===== src/rtl/alu_result_collector.sv =====
// alu_result_collector: gathers the four ALU unit results, normalises the
// active one to a widthart-bit word and queues it in a small circular FIFO
// drained over a valid/ready handshake. Collisions and overflow are latched
// as sticky errors and counted in a saturating drop counter.
module alu_result_collector #(
  parameter int widtha   = 16,
  parameter int widthart = 32,
  parameter int DEPTH    = 4
) (
  input  logic                       CLK,
  input  logic                       RST,
  input  logic [widthart-1:0]        arith_out,
  input  logic [widtha-1:0]          logic_out,
  input  logic [widtha-1:0]          cmp_out,
  input  logic [widtha-1:0]          shift_out,
  input  logic                       arith_flag,
  input  logic                       logic_flag,
  input  logic                       cmp_flag,
  input  logic                       shift_flag,
  input  logic                       carry_out,
  input  logic                       out_ready,
  input  logic                       err_clr,
  output logic                       out_valid,
  output logic [widthart-1:0]        out_data,
  output logic [1:0]                 out_unit,
  output logic                       out_carry,
  output logic [$clog2(DEPTH):0]     fifo_level,
  output logic                       err_multi,
  output logic                       err_ovf,
  output logic [7:0]                 drop_cnt
);

  localparam int PW = $clog2(DEPTH);
  localparam int LW = PW + 1;
  localparam int EW = widthart + 3;
  localparam logic [LW-1:0] DEPTH_L = LW'(DEPTH);

  // Entry layout: {unit[1:0], carry, data}
  logic [EW-1:0]       mem_r [DEPTH];
  logic [PW-1:0]       wr_ptr_r;
  logic [PW-1:0]       rd_ptr_r;
  logic [LW-1:0]       level_r;
  logic                err_multi_r;
  logic                err_ovf_r;
  logic [7:0]          drop_cnt_r;

  logic [2:0]          flag_cnt_s;
  logic [EW-1:0]       entry_s;
  logic [EW-1:0]       head_s;
  logic                one_hot_s;
  logic                multi_s;
  logic                full_s;
  logic                pop_s;
  logic                push_s;
  logic                ovf_s;
  logic                drop_s;

  // Count active flags and build the normalised entry for the single active unit.
  always_comb begin
    flag_cnt_s = 3'(arith_flag) + 3'(logic_flag) + 3'(cmp_flag) + 3'(shift_flag);
    entry_s    = {EW{1'b0}};
    if (arith_flag) begin
      entry_s = {2'b00, carry_out, arith_out};
    end else if (logic_flag) begin
      entry_s = {2'b01, 1'b0, {(widthart-widtha){1'b0}}, logic_out};
    end else if (cmp_flag) begin
      entry_s = {2'b10, 1'b0, {(widthart-widtha){1'b0}}, cmp_out};
    end else if (shift_flag) begin
      entry_s = {2'b11, 1'b0, {(widthart-widtha){1'b0}}, shift_out};
    end else begin
      entry_s = {EW{1'b0}};
    end
  end

  // Decide push/pop/drop for this cycle; a full FIFO still accepts when it pops.
  always_comb begin
    one_hot_s = (flag_cnt_s == 3'd1);
    multi_s   = (flag_cnt_s > 3'd1);
    full_s    = (level_r == DEPTH_L);
    pop_s     = (level_r != {LW{1'b0}}) && out_ready;
    push_s    = one_hot_s && (!full_s || pop_s);
    ovf_s     = one_hot_s && full_s && !pop_s;
    drop_s    = multi_s || ovf_s;
  end

  // Write accepted entries into storage; contents need no reset.
  always_ff @(posedge CLK) begin
    if (!RST && push_s) begin
      mem_r[wr_ptr_r] <= entry_s;
    end
  end

  // Advance pointers and occupancy; pointers wrap naturally at DEPTH.
  always_ff @(posedge CLK) begin
    if (RST) begin
      wr_ptr_r <= {PW{1'b0}};
      rd_ptr_r <= {PW{1'b0}};
      level_r  <= {LW{1'b0}};
    end else begin
      if (push_s) begin
        wr_ptr_r <= wr_ptr_r + PW'(1);
      end
      if (pop_s) begin
        rd_ptr_r <= rd_ptr_r + PW'(1);
      end
      case ({push_s, pop_s})
        2'b10:   level_r <= level_r + LW'(1);
        2'b01:   level_r <= level_r - LW'(1);
        default: level_r <= level_r;
      endcase
    end
  end

  // Sticky errors and saturating drop counter; a new error beats err_clr.
  always_ff @(posedge CLK) begin
    if (RST) begin
      err_multi_r <= 1'b0;
      err_ovf_r   <= 1'b0;
      drop_cnt_r  <= 8'd0;
    end else if (err_clr) begin
      err_multi_r <= multi_s;
      err_ovf_r   <= ovf_s;
      drop_cnt_r  <= drop_s ? 8'd1 : 8'd0;
    end else begin
      err_multi_r <= err_multi_r | multi_s;
      err_ovf_r   <= err_ovf_r | ovf_s;
      if (drop_s && (drop_cnt_r != 8'hFF)) begin
        drop_cnt_r <= drop_cnt_r + 8'd1;
      end else begin
        drop_cnt_r <= drop_cnt_r;
      end
    end
  end

  // Present the head entry through the read-pointer mux, zeroed when empty.
  always_comb begin
    head_s    = mem_r[rd_ptr_r];
    out_valid = (level_r != {LW{1'b0}});
    if (out_valid) begin
      out_unit  = head_s[EW-1:EW-2];
      out_carry = head_s[widthart];
      out_data  = head_s[widthart-1:0];
    end else begin
      out_unit  = 2'b00;
      out_carry = 1'b0;
      out_data  = {widthart{1'b0}};
    end
  end

  assign fifo_level = level_r;
  assign err_multi  = err_multi_r;
  assign err_ovf    = err_ovf_r;
  assign drop_cnt   = drop_cnt_r;

endmodule


===== config.mk =====
export PLATFORM = sky130hd
export DESIGN_NAME = alu_result_collector
export DESIGN_NICKNAME = d
export VERILOG_FILES = /design/src/rtl/alu_result_collector.sv
export SDC_FILE = /design/constraint.sdc
export NUM_CORES = 1
export LEC_CHECK = 0
export ABC_AREA = 0
export CAP_MARGIN = 20
export CORE_MARGIN = 5
export CORE_UTILIZATION = 34
export DETAILED_ROUTE_END_ITERATION = 7
export PLACE_DENSITY = 0.59
export SYNTH_ARGS = -nofsm -noshare
export SYNTH_HDL_FRONTEND = slang
export SYNTH_SLANG_ARGS = --single-unit

===== constraint.sdc =====
create_clock -name CLK -period 5.1 [get_ports CLK]
set_clock_uncertainty 0.15 [all_clocks]
set_input_delay 1.275 -clock CLK [delete_from_list [all_inputs] [get_ports CLK]]
set_output_delay 1.275 -clock CLK [all_outputs]
set_load 0.005 [all_outputs]

==> metrics.md <==
| Metric | Value |
|---|---|
| Status | `finished clean` |
| Critical path depth | `11` |
| Asr flop ratio synth | `0` |
| ANT cells | `0` |
| PwrDens | `335 nW/um2` |
| Port Buf Inserts | `roughly 140` |
| Post-Syn Instances | `456` |
| WP data arrival | `4.21 ns` |
| DP HPWL | `10.7 mm` |
| Unrepaired setup endpoints after global routing | `false` |
| Slew @ Worst Pin | `just under 1 ns` |
| Total Routing Usage GR | `0.138` |
| Top Ports | `roughly 140` |
| Max_cap viols | `0` |
| Mapped cell area | `6990 um2` |
| Netlist cell types | `47` |
| Synthesized flop and latch total | `159` |
| Reg2reg end | `fifo_level[2]$_SDFFE_PP0P_` |
| Synthesized area per cell | `15.3 um2` |
| Slowest stage delay, CP | `between 0.5 and 0.6 ns` |
| Critical path type | `in2reg` |
| Worst path cell trace | `clkdlybuf4s50_1 > clkinv_1 > fa_1 > inv_1 > ha_1 > inv_1 > ha_1 > or3b_1 > nor3_1 > and2_2 > buf_4` |
| Max Freq | `234 MHz` |
| Layout Nets | `roughly 700` |
| CTS Buffer Depth | `2` |
| Vias per cell | `4.94` |
| Area Overhead vs Synth | `32.3%` |
| Crit end category | `flop` |
| Total CTS buffers | `17` |
| Pin count of the biggest net entering global routing | `52` |
| Worst skew pair latency | `0.42 ns` |
| Hold-fix buffers, CTS | `0` |
| Sequential fraction of the synthesis area | `0.656` |
| GPL Wtd Cong | `0.788` |
| Initial Utilization | `0.345` |
| Crit path to | `mem_r[3][19]$_DFFE_PP_` |
| Maximum vdd drop | `0.000218 V` |
| Max Slew Vio Count | `0` |
| Primary FF master, synth | `edfxtp_1` |
| Setup violations, final | `0` |
| Maximum fanout along the worst path | `20` |
| Yosys Warn Count | `0` |
| Required time of the critical path | `5.04 ns` |
| Share of the synthesized area in the top cell type | `0.602` |
| Buffers & Inverters on Critical Path | `5` |
| Antenna violations before repair | `0` |
| R2r startpoint | `fifo_level[1]$_SDFFE_PP0P_` |
| Final Worst Setup Slack | `slightly above 0.8 ns` |
| Cell taking the most area after synthesis | `edfxtp_1` |
| Leak | `between 3 and 4 nW` |
| Crit path max-delay cell type | `fa_1` |
| CP Launch Type | `input pin` |
| Worst path top cell family by delay | `buffers and inverters` |
| Die width | `153 um` |
| Worst hold path type | `reg2reg` |
| Routed WL | `15.9 mm` |
| Vias | `4353` |
| CTS clock-pin slew for the worst setup and hold paths | `0.06 ns` |
| Routed length per instance | `between 15 and 20 um` |
| List of most frequent post-synthesis cells | `edfxtp_1, and2_1, mux4_2` |
| CTS tree | `built` |
| Die span in y | `153 um` |
| R2R Setup Slk | `around 2.5 ns` |
| Area of the core | `20200 um2` |
| Critical path origin | `logic_flag` |
| Top cells by area, synth | `edfxtp_1, mux4_2, dfxtp_1, and2_1, a221oi_1` |
| Pre-CTS setup slack | `0.349 ns` |
| Antenna Nets Post-Route | `0` |
| Relative slew slack | `0.345` |
| Die area | `23500 um2` |
| TritonRoute pass-1 iters | `4` |
| Core Rows | `52` |
| Worst R2R Path Depth | `7` |
| Postcts setup bufs | `0` |
| Number of synthesized flops with an enable pin | `140` |
| Via count of the first global-routing pass | `4687` |
| Mapped Nets | `555` |
| Root Driver | `clkbuf_16` |
| Clk sinks | `159` |
| First-pass GRT wire length | `25.4 mm` |
| Cell with the most instances after synthesis | `edfxtp_1` |
| Fraction of layout instances using a drive strength above 1 | `0.149` |
| Tcrit/Tclk final | `0.837` |
| Number of gates resized after CTS | `0` |
| # H-tree levels | `4` |
| Initial DRC count | `259` |
| Gr ovfl total | `0` |
| Final hold violation count | `0` |
| Setup TNS | `0 ns` |
| Final min period | `~4.3 ns` |
| DRC | `0` |
## stage by stage
stage	power [W]	hold WS [ns]	cell area, um2	utilization	std cells
final	0.00310	0.323	9240	0.457	882
after CTS	0.00314	0.331	9240	0.457	882
after floorplan	0.00176	0.316	6990	-	456
after detailed placement	0.00200	0.320	8710	0.430	850
after global routing	0.00324	0.364	9240	0.457	882
after global placement	0.00200	0.317	8710	0.430	850
## worst min-delay path by stage
stage                               from                    to  slack, ns  cells after the start
finish              err_multi$_SDFF_PP0_  err_multi$_SDFF_PP0_       0.32                      2
global route        err_multi$_SDFF_PP0_  err_multi$_SDFF_PP0_       0.36                      2
detailed placement  err_multi$_SDFF_PP0_  err_multi$_SDFF_PP0_       0.32                      2
CTS                 err_multi$_SDFF_PP0_  err_multi$_SDFF_PP0_       0.33                      2
global placement    err_multi$_SDFF_PP0_  err_multi$_SDFF_PP0_       0.32                      2
floorplan           err_multi$_SDFF_PP0_  err_multi$_SDFF_PP0_       0.32                      2
## routing by layer
layer	track usage	wire [um]	vias to the layer above
li1	-	-	2055
met2	0.232	7920	132
met1	0.172	6810	2150
met5	0	0	-
met4	0.0437	231	0
met3	0.0382	930	16
## cell type report
cell class / count / area (um2)
clock buffer: 20 / 437
clock inverter: 12 / 96.3
fill: 1773 / 11000
inverter: 12 / 45.0
multi-input combinational: 255 / 2230
sequential: 159 / 4590
tap: 270 / 338
timing repair buffer: 154 / 1510
## tightest hold or removal path, delay by kind of cell, from the launching register on
kind,cells,cell delay (ns)
flip-flops,1,0.31
AO/OA/AOI/OAI,1,0.06
AND/OR/NAND/NOR,1,0.06
## kinds of logic after synthesis
group,share of synthesized area
adders and majority gates,0.0201
buffers and inverters,0.0245
xor gates and xnor gates,0.00502
AOI/OAI and AO/OA,0.0697
and+or+nand+nor,0.112
DFF,0.656
muxes,0.113
## placed cells by master, fill, tap and decap left out, drive strengths merged, types with 7 or more instances in the layout
| cell type | n |
|---|---|
| buf | 18 |
| clkinv | 9 |
| a221oi | 17 |
| clkdlybuf4s50 | 136 |
| a21oi | 14 |
| mux4 | 35 |
| edfxtp | 140 |
| inv | 11 |
| and2 | 57 |
| nand3 | 7 |
| o31ai | 18 |
| nor2 | 32 |
| nand2 | 20 |
| ha | 8 |
| clkbuf | 20 |
| dfxtp | 19 |
## power by group
group          total, W  switching [W]  leakage [nW]  internal, W
clock           0.00113       0.000471         0.252     0.000663
combinational  0.000467       0.000202          1.32     0.000265
sequential      0.00150      0.0000303          1.43      0.00147
## state kept, by name (all words and copies together), names as in the netlist, named ones only
register / flops
mem_r: 140
drop_cnt: 8
fifo_level: 3
rd_ptr_r: 2
wr_ptr_r: 2
err_multi: 1
err_ovf: 1
No activity file was read; power rests on OpenSTA's default activity.
